--- src/rtl/orb_frame_wr_arb.sv ---
// Write-side controller for the double-buffered orbit frame memory.
// Two word sources (fast, slow) are arbitrated into the bank that the
// serializer is not reading. Every write is a 3-cycle IDLE/WRITE/RECOVER
// sequence. The block counts writes per bank period and flags requests
// that are still waiting when the bank switches.
module orb_frame_wr_arb #(
  parameter int AW       = 11,
  parameter int DW       = 12,
  parameter int MAX_FAST = 4
) (
  input  logic          iClkOrb,
  input  logic          reset,
  input  logic          iSwitch,
  input  logic          iFastReq,
  input  logic [AW-1:0] iFastAddr,
  input  logic [DW-1:0] iFastData,
  output logic          oFastAck,
  input  logic          iSlowReq,
  input  logic [AW-1:0] iSlowAddr,
  input  logic [DW-1:0] iSlowData,
  output logic          oSlowAck,
  output logic [AW:0]   oWrAddr,
  output logic [DW-1:0] oWrData,
  output logic          oWrEn,
  output logic          oBusy,
  output logic [AW:0]   oWrCount,
  output logic [AW:0]   oLastCount,
  output logic          oOverrun,
  input  logic          iClrErr
);

  localparam int SW = $clog2(MAX_FAST + 1);
  localparam logic [AW:0] CNT_MAX = {(AW+1){1'b1}};

  typedef enum logic [1:0] {
    IDLE    = 2'd0,
    WRITE   = 2'd1,
    RECOVER = 2'd2
  } stateT;

  // Saturating increment of a write counter.
  function automatic logic [AW:0] satInc(input logic [AW:0] v);
    logic [AW:0] r;
    if (v == CNT_MAX) begin
      r = v;
    end else begin
      r = v + {{AW{1'b0}}, 1'b1};
    end
    return r;
  endfunction

  stateT         state;
  stateT         stateNxt;
  logic          swD;
  logic          wbank;
  logic          switchEdge;
  logic [SW-1:0] streak;
  logic [SW-1:0] streakNxt;
  logic          slowWins;
  logic          fastGrant;
  logic          slowGrant;
  logic          missed;
  // A granted write that has not yet been added to oWrCount.
  logic          pendCnt;
  logic          pendCntNxt;
  logic          addNow;
  logic          wrEnNxt;
  logic          fastAckNxt;
  logic          slowAckNxt;
  logic [AW:0]   wrAddrNxt;
  logic [DW-1:0] wrDataNxt;
  logic [AW:0]   cntNxt;
  logic [AW:0]   lastNxt;
  logic          ovNxt;
  logic          busyNxt;

  // The serializer reads bank swD, so writes go to the other one.
  assign wbank      = ~swD;
  assign switchEdge = (iSwitch != swD);
  assign slowWins   = iSlowReq && (!iFastReq || (streak == SW'(MAX_FAST)));

  // FSM state register
  always_ff @(posedge iClkOrb or negedge reset) begin
    if (!reset) begin
      state <= IDLE;
    end else begin
      state <= stateNxt;
    end
  end

  // Next state, arbitration, counters and next output values
  always_comb begin
    stateNxt   = state;
    fastGrant  = 1'b0;
    slowGrant  = 1'b0;
    wrEnNxt    = 1'b0;
    fastAckNxt = 1'b0;
    slowAckNxt = 1'b0;
    wrAddrNxt  = oWrAddr;
    wrDataNxt  = oWrData;
    pendCntNxt = pendCnt;
    streakNxt  = streak;
    addNow     = 1'b0;
    missed     = 1'b0;
    cntNxt     = oWrCount;
    lastNxt    = oLastCount;
    ovNxt      = oOverrun;
    busyNxt    = 1'b0;

    case (state)
      IDLE: begin
        if (iFastReq || iSlowReq) begin
          stateNxt = WRITE;
          wrEnNxt  = 1'b1;
          // A grant on a switch edge belongs to the period that is ending,
          // so it is counted there immediately rather than in WRITE.
          pendCntNxt = ~switchEdge;
          addNow     = switchEdge;
          if (slowWins) begin
            slowGrant  = 1'b1;
            slowAckNxt = 1'b1;
            wrAddrNxt  = {wbank, iSlowAddr};
            wrDataNxt  = iSlowData;
            streakNxt  = {SW{1'b0}};
          end else begin
            fastGrant  = 1'b1;
            fastAckNxt = 1'b1;
            wrAddrNxt  = {wbank, iFastAddr};
            wrDataNxt  = iFastData;
            if (!iSlowReq) begin
              streakNxt = {SW{1'b0}};
            end else if (streak == SW'(MAX_FAST)) begin
              streakNxt = streak;
            end else begin
              streakNxt = streak + SW'(1);
            end
          end
        end else begin
          stateNxt = IDLE;
        end
      end
      WRITE: begin
        stateNxt   = RECOVER;
        addNow     = pendCnt;
        pendCntNxt = 1'b0;
      end
      RECOVER: begin
        stateNxt = IDLE;
      end
      default: begin
        stateNxt = IDLE;
      end
    endcase

    missed = (iFastReq && !fastGrant) || (iSlowReq && !slowGrant);

    if (switchEdge) begin
      lastNxt = addNow ? satInc(oWrCount) : oWrCount;
      cntNxt  = {(AW+1){1'b0}};
    end else if (addNow) begin
      cntNxt = satInc(oWrCount);
    end else begin
      cntNxt = oWrCount;
    end

    // Setting takes priority over a simultaneous clear.
    if (switchEdge && missed) begin
      ovNxt = 1'b1;
    end else if (iClrErr) begin
      ovNxt = 1'b0;
    end else begin
      ovNxt = oOverrun;
    end

    busyNxt = (stateNxt != IDLE);
  end

  // Registered outputs, bank tracking and arbitration history
  always_ff @(posedge iClkOrb or negedge reset) begin
    if (!reset) begin
      swD        <= 1'b0;
      streak     <= {SW{1'b0}};
      pendCnt    <= 1'b0;
      oWrEn      <= 1'b0;
      oFastAck   <= 1'b0;
      oSlowAck   <= 1'b0;
      oWrAddr    <= {(AW+1){1'b0}};
      oWrData    <= {DW{1'b0}};
      oWrCount   <= {(AW+1){1'b0}};
      oLastCount <= {(AW+1){1'b0}};
      oOverrun   <= 1'b0;
      oBusy      <= 1'b0;
    end else begin
      swD        <= iSwitch;
      streak     <= streakNxt;
      pendCnt    <= pendCntNxt;
      oWrEn      <= wrEnNxt;
      oFastAck   <= fastAckNxt;
      oSlowAck   <= slowAckNxt;
      oWrAddr    <= wrAddrNxt;
      oWrData    <= wrDataNxt;
      oWrCount   <= cntNxt;
      oLastCount <= lastNxt;
      oOverrun   <= ovNxt;
      oBusy      <= busyNxt;
    end
  end

endmodule

--- config.mk ---
export PLATFORM = sky130hd
export DESIGN_NAME = orb_frame_wr_arb
export DESIGN_NICKNAME = d
export VERILOG_FILES = /design/src/rtl/orb_frame_wr_arb.sv
export SDC_FILE = /design/constraint.sdc
export NUM_CORES = 1
export LEC_CHECK = 0
export ABC_AREA = 1
export BUFFER_PORTS_ARGS = -buffer_cell sky130_fd_sc_hd__buf_2
export CAP_MARGIN = 20
export CORE_MARGIN = 8
export CORE_UTILIZATION = 53
export DETAILED_ROUTE_END_ITERATION = 10
export PLACE_DENSITY = 0.85
export SLEW_MARGIN = 5
export SYNTH_ARGS = -nofsm -noshare
export SYNTH_HDL_FRONTEND = slang
export SYNTH_SLANG_ARGS = --single-unit
--- constraint.sdc ---
create_clock -name iClkOrb -period 3.2 [get_ports iClkOrb]
set_input_delay 0.16 -clock iClkOrb [delete_from_list [all_inputs] [get_ports iClkOrb]]
set_output_delay 0.16 -clock iClkOrb [all_outputs]
set_load 0.01 [all_outputs]
# Yosys cells after proc, flatten, opt, wreduce, memory -nomap -nowiden
# Cells that the tools add are included.
[classes]
addsub = 2
reduce_logical = 17
mux = 24
bitwise_logic = 2
eq_ne = 6
[ops]
columns = ["op", "n"]
rows = [
  ["$mux W12", 4],
  ["$mux W1", 13],
  ["$add A12 B1 Y12 const B", 1],
  ["$eq A12 B12 Y1 const B", 1],
  ["$mux W11", 1],
  ["$mux W3", 3],
  ["$reduce_bool A2 Y1", 3],
  ["$logic_and A1 B1 Y1", 4],
  ["$pmux W1 S2", 2],
  ["$pmux W2 S2", 1],
  ["$reduce_and A2 Y1", 2],
  ["$add A3 B1 Y3 const B", 1],
  ["$eq A3 B3 Y1 const B", 1],
  ["$logic_not A1 Y1", 3],
  ["$logic_or A1 B1 Y1", 3],
  ["$ne A3 B3 Y1 const B", 1],
  ["$reduce_and A3 Y1", 1],
  ["$eq A2 B1 Y1 const B", 1],
  ["$logic_not A2 Y1", 1],
  ["$ne A2 B2 Y1 const B", 1],
  ["$not A1 Y1", 2],
  ["$ne A1 B1 Y1", 1],
]
[word_totals]
register_bits = 60
inputBits = 52
elab_cells = 64
output_inout_bits = 53

# Depth between registers and ports, before layout
# Gate-level depths: netlist of the first run.
[depth]
depth_word = 11
mapped_depth = 10
depth_no_buf = 10

# Least setup slack after synthesis of the first run
# Ideal clock, no wire load.
[synth_timing]
path_kind = "flip-flop to flip-flop"
start = "register oWrCount[1]"
end = "register oWrCount[10]"
synth_period_minus_slack_ps = 1436
arrival_time_ps = 1306
stages_incl_launch_ff = 9
path_buffers = 0
setup_time_ps = 130
setup_slack_ps = 1764
t_required_ps = 3070
path_cell_list = "dfrtp_1 ha_1 nand2_1 nor2_4 nand3_1 nor2_1 nand4_1 nand2_1 nor2_2"
[synth_via]
elab_chain_len = 4
word_cells_on_any_way = 5
cone_classes = "add/sub (1); eq/ne (1); mux (3)"
[synth_rtl]
columns = ["element", "line", "text"]
rows = [
  ["from (decl)", "26", "output logic [AW:0] oWrCount,"],
  ["from (signal assigned)", "189", "oWrCount <= {(AW+1){1'b0}};"],
  ["from (signal assigned)", "202", "oWrCount <= cntNxt;"],
  ["$add A12 B1 Y12 or $eq A12 B12 Y1 (tied branches)", "47, 44", ""],
  ["$mux W12 (*)", "n/a", ""],
  ["$mux W12 (*)", "160", "end else if (addNow) begin"],
  ["$mux W12 (*)", "157", "if (switchEdge) begin"],
  ["via cntNxt[10]", "72", "logic [AW:0] cntNxt;"],
]
# The timed path passes the listed nets; every way through them passes the cells marked *.
# A chain may end at the register's enable or synchronous reset.

# Worst setup path after layout of the first run
[layout_timing]
start = "register streak[0]"
end = "register streak[0]"
[layout_via]
elab_chain_len = 5
word_cells_on_any_way = 9
cone_classes = "add/sub (1); eq/ne (2); mux (3); reduce/logical (3)"
[layout_rtl]
columns = ["element", "line", "text"]
rows = [
  ["from (decl)", "57", "logic [SW-1:0] streak;"],
  ["from (signal assigned)", "182", "streak <= {SW{1'b0}};"],
  ["from (signal assigned)", "195", "streak <= streakNxt;"],
  ["branches (longest 5 deep; another with $add A3 B1 Y3)", "n/a", ""],
]
# Parallel ways; which one is timed is not known. The select of a mux whose other input is x is not followed.

==> flow_summary_export.csv, run 1 <==
group,metric,value,unit
pwr,seqPwrFrac,40.8,%
timing,drv_slew,0,
setup_path,critPathRequiredTime,3.43,ns
pwr,peakVddDrop,0.477,mV
synthesis,syn-instance-count,359,
place,gp_congestion,0.857,
synthesis,yosysSeqAreaShare,51.3,%
synthesis,synth_common_cells,"nand2_1, dfrtp_1, nor2_1",
cts,ctsResizeCount,0,
pwr,leakagePower,1.97,nW
cts,worstSkewPairLatency,0.32,ns
cts,cts_root_buf,"clkbuf_8",
pwr,p_sw,0.974,mW
finish,stdcell_count,543,
cts,clk_pin_slew_worst_paths,0.06,ns
synthesis,ys_top_cells_by_area,"dfrtp_1, nand2_1, o21ai_0",
cts,clk_path_buf_depth,2,
floorplan,die_height,89.7,um
detailed_routing,viasPerCell,5.05,
run_status,status,"completed",
detailed_routing,vias,2742,
synthesis,synth_flop_cell,"dfrtp_1",
setup_path,arrival,2.25,ns
min_path,hold_class,"in -> reg",
timing,fin_setup_tns,0,ns
global_routing,gr-usage-all-layers,19.4,%
global_routing,grt_pass1_vias,2754,
setup_path,critPathSlowestCell,"dfrtp_1",
cts,cts_tree,"built",
timing,timing.fmax,494,MHz
synthesis,synth-seq-cells,59,
global_routing,grt_max_degree,37,
detailed_routing,first_pass_iters,4,
pwr,power.internal,1.73,mW
timing,hold_violations,0,
setup_path,crit_chain,"inv_1 > ha_1 > a21boi_1 > nor2_2 > buf_4 > inv_2 > nand2_1 > inv_1 > nand2_1 > o21ai_0",
synthesis,yosys_warnings,0,
timing,worst_pin_slew,0.754,ns
timing,rsz0062_at_grt,"no",
finish,final_layout_size_suffix_gt1_share,29.5,%
timing,relSlewSlack,49.7,%
synthesis,yosysMostFrequentCell,"nand2_1",
floorplan,num_rows,27,
finish,area_growth,27.4,%
setup_path,crit_path_start_kind,"flip-flop",
detailed_routing,drc,0,
timing,setup-violations-final,0,
setup_path,critPathCaptureType,"flip-flop",
detailed_routing,antenna_left,0,
finish,antennaDiodeCount,0,
synthesis,syn_avg_cell_area,8.02,sq um
floorplan,io_pins,105,
pwr,powerDensity,738,nW/um^2
detailed_routing,drt-initial-drc-count,74,
run,max_cap_violations,0,
synthesis,yosysTopAreaCell,"dfrtp_1",
floorplan,dieArea,8040,sq um
floorplan,core_area,5370,sq um
timing,fin_worst_skew,0.00654,ns
place,dpl.cell_count,525,
setup_path,crit_type,"reg -> reg",
synthesis,ys_types,28,
synthesis,synth_area,2880,sq um
place,port_buffers,104,
pwr,power_frac_comb,33.7,%
timing,fin_crit,2.02,ns
floorplan,start_util,53.6,%
setup_path,max_stage_delay,0.40,ns
timing,post-route-period-util,63.2,%
global_routing,grt_pass1_wl,12.0,mm
synthesis,yosysTopAreaCellShare,51.3,%
cts,htreeDepth,3,
cts,clkSinkCount,59,
detailed_routing,route.final.wire_length,7.29,mm
cts,cts_made_buffers,9,
finish,nNetsFinal,521,
detailed_routing,wl_per_cell,13.4,um
global_routing,grt_overflow,0,
synthesis,synthArstFlopShare,100,%
setup_path,r2r_slack,1.18,ns
synthesis,synth_edf_count,0,
pwr,clkPwrFrac,25.5,%
place,place_hpwl,5.56,mm
global_routing,grt_antenna_before_repair,0,
floorplan,die_x,89.7,um
synthesis,syn-num-nets,414,
setup_path,worstPathMaxFanout,25,
pwr,switching_share,36.0,%
-- what timing repair did --
action | CTS | global route
buffers inserted | 0 | 0
endpoints found under the hold margin | 36 | 0
hold buffers | 2 | 0
-- layer usage --
layer,vias up,wire length (um),share of wire (%),track usage [%]
met2,132,3320,46,30.7
met4,0,140,1.9,9.37
li1,1357,-,-,-
met1,1239,3060,42,22.6
met3,14,770,11,7.64
met5,-,0,0,0
-- placed cells by master, fill, tap and decap left out, types with 3 or more instances in the layout --
master / instances
inv_2: 4
buf_2: 104
a21oi_1: 6
nand2_1: 109
o21ai_0: 33
inv_1: 26
nor2_1: 39
dfrtp_1: 59
clkbuf_1: 3
clkbuf_8: 12
nand3_1: 22
nor2_2: 5
o21ai_1: 21
buf_4: 3
ha_1: 3
-- worst paths after layout --
check	from	end	cells after the start
hold / removal	iClrErr	oOverrun	4
hold reg to reg	state[1]	oBusy	1
min in group asynchronous	reset	oWrData[2]	2
setup / recovery	streak[0]	streak[0]	10
max in group asynchronous	reset	oLastCount[6]	3
setup reg to reg	streak[0]	streak[0]	10
-- stage by stage --
stage	util, %	setup slack [ns]	power, mW	instance area (sq um)	hold WS [ns]
6_report	68.3	1.18	2.71	3670	0.0678
5_1_grt	68.3	0.975	2.90	3670	0.0851
4_1_cts	68.3	1.20	2.73	3670	0.0549
3_5_place_dp	64.0	1.23	2.03	3440	0.278
3_3_place_gp	64.0	1.36	2.00	3440	0.261
2_1_floorplan	-	1.76	1.68	2880	-0.136
-- critical path, delay by kind of cell, from the launching register on --
kind / cells / cell delay, ns
buf+inv: 4 / 0.70
flops: 1 / 0.40
compound gates: 2 / 0.36
simple gates: 3 / 0.26
fa+ha+maj: 1 / 0.20
-- cell families after synthesis --
kind of cell / Yosys count / share of synthesized area (%)
AOI/OAI and AO/OA: 63 / 11.3
DFF: 59 / 51.3
buffers and inverters: 43 / 6.39
xor gates and xnor gates: 3 / 0.913
and+or+nand+nor: 188 / 28.8
adders and majority gates: 3 / 1.30
-- flip-flops by register name, summed over array words and instances, names as in the netlist --
| name | count |
|---|---|
| oWrEn | 1 |
| oFastAck | 1 |
| oWrAddr | 12 |
| oOverrun | 1 |
| pendCnt | 1 |
| oWrData | 12 |
| state | 1 |
| oLastCount | 12 |
| oWrCount | 12 |
| streak | 3 |
| oSlowAck | 1 |
| swD | 1 |
| oBusy | 1 |
-- final cells by class --
cell class              count  area [sq um]
well taps                  72          90.1
repair buffers            109           563
fillers                   436          1710
flip-flops and latches     59          1480
multi-input cells         257          1220
clock buffers              15           176
inverters                  30           113
clock inverters             1          30.0
-- power by group through the flow --
stage	registers [mW]	clock network [mW]	logic, mW
floorplan	1.19	0	0.492
global placement	1.10	0	0.895
detailed placement	1.10	0	0.932
CTS	1.10	0.706	0.925
global route	1.13	0.745	1.03
finish	1.10	0.690	0.912
No activity file was read; power rests on OpenSTA's default activity.
==> inputs of run 2 (changes only) <==
Settings changed: CORE_UTILIZATION 53 to 45, PLACE_DENSITY 0.85 to 0.77.
Clock period 3.2 ns to 1.8 ns, I/O delays scaled along.
==> run 2 against run 1 <==
Clock skew hardly changed. Sequential share of layout area stayed put. Critical path depth is 2 lower. Combinational power is 80% higher. Clock power is 55% higher. Register-to-register slack worse by 0.95 ns. Largest power group unchanged. Sequential power is 79% higher. Hold slack worse by 0.060 ns.
==> flow_summary_export.csv, run 2 (synthesis results as in run 1) <==
group,metric,value,unit
place,gp_congestion,0.865,
finish,layout_common_cells,"nand2_1, buf_2, dfrtp_1",
finish,nNetsFinal,523,
timing,hold_violations,0,
detailed_routing,first_pass_iters,4,
detailed_routing,vias,2778,
min_path,hold_class,"in -> reg",
setup_path,crit_start,"oWrCount[1]",
cts,clk_pin_slew_worst_paths,0.06,ns
cts,clk_path_buf_depth,2,
timing,layout_setup_ws,0.230,ns
global_routing,use_met2,26.3,%
setup_path,worstPathMaxFanout,5,
setup_path,critPathRequiredTime,2.01,ns
global_routing,met1_usage,21.8,%
cts,cts_root_buf,"clkbuf_8",
timing,fin_setup_tns,0,ns
setup_path,crit_chain,"ha_1 > nand2_1 > nor2_4 > nand3_1 > nor2_1 > nand4_1 > nand3_1 > nand2_1",
global_routing,grt_antenna_before_repair,0,
detailed_routing,wl_per_cell,13.8,um
timing,drv_slew,0,
pwr,powerDensity,1270,nW/um^2
timing,rsz0062_at_grt,"no",
timing,worst_pin_slew,0.583,ns
global_routing,grt_max_degree,37,
cts,htreeDepth,3,
timing,timing.fmax,637,MHz
global_routing,gr-usage-all-layers,17.3,%
floorplan,num_rows,29,
place,place_hpwl,5.74,mm
setup_path,crit_buf_inv,0,
global_routing,grt_overflow,0,
setup_path,max_stage_delay,0.42,ns
setup_path,arrival,1.78,ns
cts,cts_tree,"built",
global_routing,grt_pass1_wl,12.5,mm
finish,mostFrequentLayoutCell,"nand2_1",
finish,antennaDiodeCount,0,
pwr,peakVddDrop,0.667,mV
finish,final_layout_size_suffix_gt1_share,29.8,%
detailed_routing,route.final.wire_length,7.61,mm
detailed_routing,drt-initial-drc-count,83,
setup_path,crit_path_start_kind,"flip-flop",
setup_path,r2r_start,"oWrCount[1]",
detailed_routing,viasPerCell,5.05,
floorplan,start_util,45.8,%
finish,fill_cells,592,
floorplan,core_area,6280,sq um
detailed_routing,drc,0,
global_routing,grt-busiest-layer,"met2",
setup_path,critPathSlowestCell,"dfrtp_1",
cts,cts_made_buffers,9,
setup_path,crit_type,"reg -> reg",
timing,post-route-period-util,87.2,%
timing,relSlewSlack,61.1,%
min_path,min-delay-start,"iClrErr",
global_routing,grt_pass1_vias,2777,
floorplan,die_height,96.0,um
timing,fin_worst_skew,0.00676,ns
cts,clkSinkCount,59,
cts,worstSkewPairLatency,0.33,ns
place,place_ws,0.210,ns
timing,setup-violations-final,0,
global_routing,grt_use_met3,5.62,%
floorplan,io_pins,105,
finish,stdcell_area,3670,sq um
setup_path,critPathCaptureType,"flip-flop",
finish,area_growth,27.4,%
setup_path,cp_top_family,"simple AND/OR/NAND/NOR gates",
finish,stdcell_count,550,
detailed_routing,antenna_left,0,
pwr,leakagePower,1.97,nW
place,port_buffers,104,
floorplan,die_x,96.0,um
place,dpl.cell_count,532,
place,placed_area,3470,sq um
run_status,status,"completed",
floorplan,dieArea,9210,sq um
run,max_cap_violations,0,
pwr,power,4.67,mW
timing,fin_crit,1.57,ns
run 2: cell count changes in the layout (fill, tap and decap cells not counted), sizes merged:
| cell | change |
|---|---|
| buf | +2 |
| bufinv | -1 |
| clkbuf | -1 |
| clkinv | +2 |
run 2: what timing repair did:
action | CTS | global route
hold buffers | 2 | 0
resized for setup | 0 | 0
endpoints found under the hold margin | 24 | 0
setup buffers | 0 | 0
run 2: area by class of cell:
cell class / instances / area, sq um / area share, %
multi-input combinational: 257 / 1220 / 33.2
clock buffer: 14 / 163 / 4.44
clock inverter: 2 / 10.0 / 0.273
tap: 77 / 96.3 / 2.63
inverter: 30 / 113 / 3.07
sequential: 59 / 1480 / 40.3
timing repair buffer: 111 / 591 / 16.1
run 2: final timing paths:
check	depth (start not counted)	to	slack [ns]
worst max-delay path	8	oLastCount[10]	0.23
max in group asynchronous	3	oWrCount[10]	0.89
worst min-delay path	4	oOverrun	0.008
worst min register to register	2	oLastCount[3]	0.47
worst max register to register	8	oLastCount[10]	0.23
min in group asynchronous	2	oWrData[2]	0.31
run 2: worst register-to-register path, stage by stage, from the launching register on:
cell and delay (ns):
dfrtp_1 0.42, ha_1 0.24, nand2_1 0.11, nor2_4 0.16
nand3_1 0.13, nor2_1 0.15, nand4_1 0.11, nand3_1 0.09
nand2_1 0.05
run 2: power breakdown:
group / switching, mW / total (mW) / internal [mW] / leakage [nW]
Sequential: 0.248 / 1.97 / 1.72 / 0.762
Clock: 0.495 / 1.07 / 0.572 / 0.0905
Combinational: 1.02 / 1.64 / 0.611 / 1.12
Total: 1.77 / 4.67 / 2.90 / 1.97
run 2: per-stage QoR:
| stage | hold WS (ns) | utilization, % |
|---|---|---|
| 2_1_floorplan | -0.206 | - |
| 3_3_place_gp | 0.113 | 55.3 |
| 3_5_place_dp | 0.123 | 55.3 |
| 4_1_cts | 0.000397 | 58.4 |
| 5_1_grt | 0.0227 | 58.4 |
| 6_report | 0.00822 | 58.4 |
run 2: layer usage:
metal	routed length [um]	part of all wire, %	vias up
li1	-	-	1360
met1	3360	44	1286
met2	3420	45	119
met3	701	9.2	13
met4	129	1.7	0
met5	0	0	-
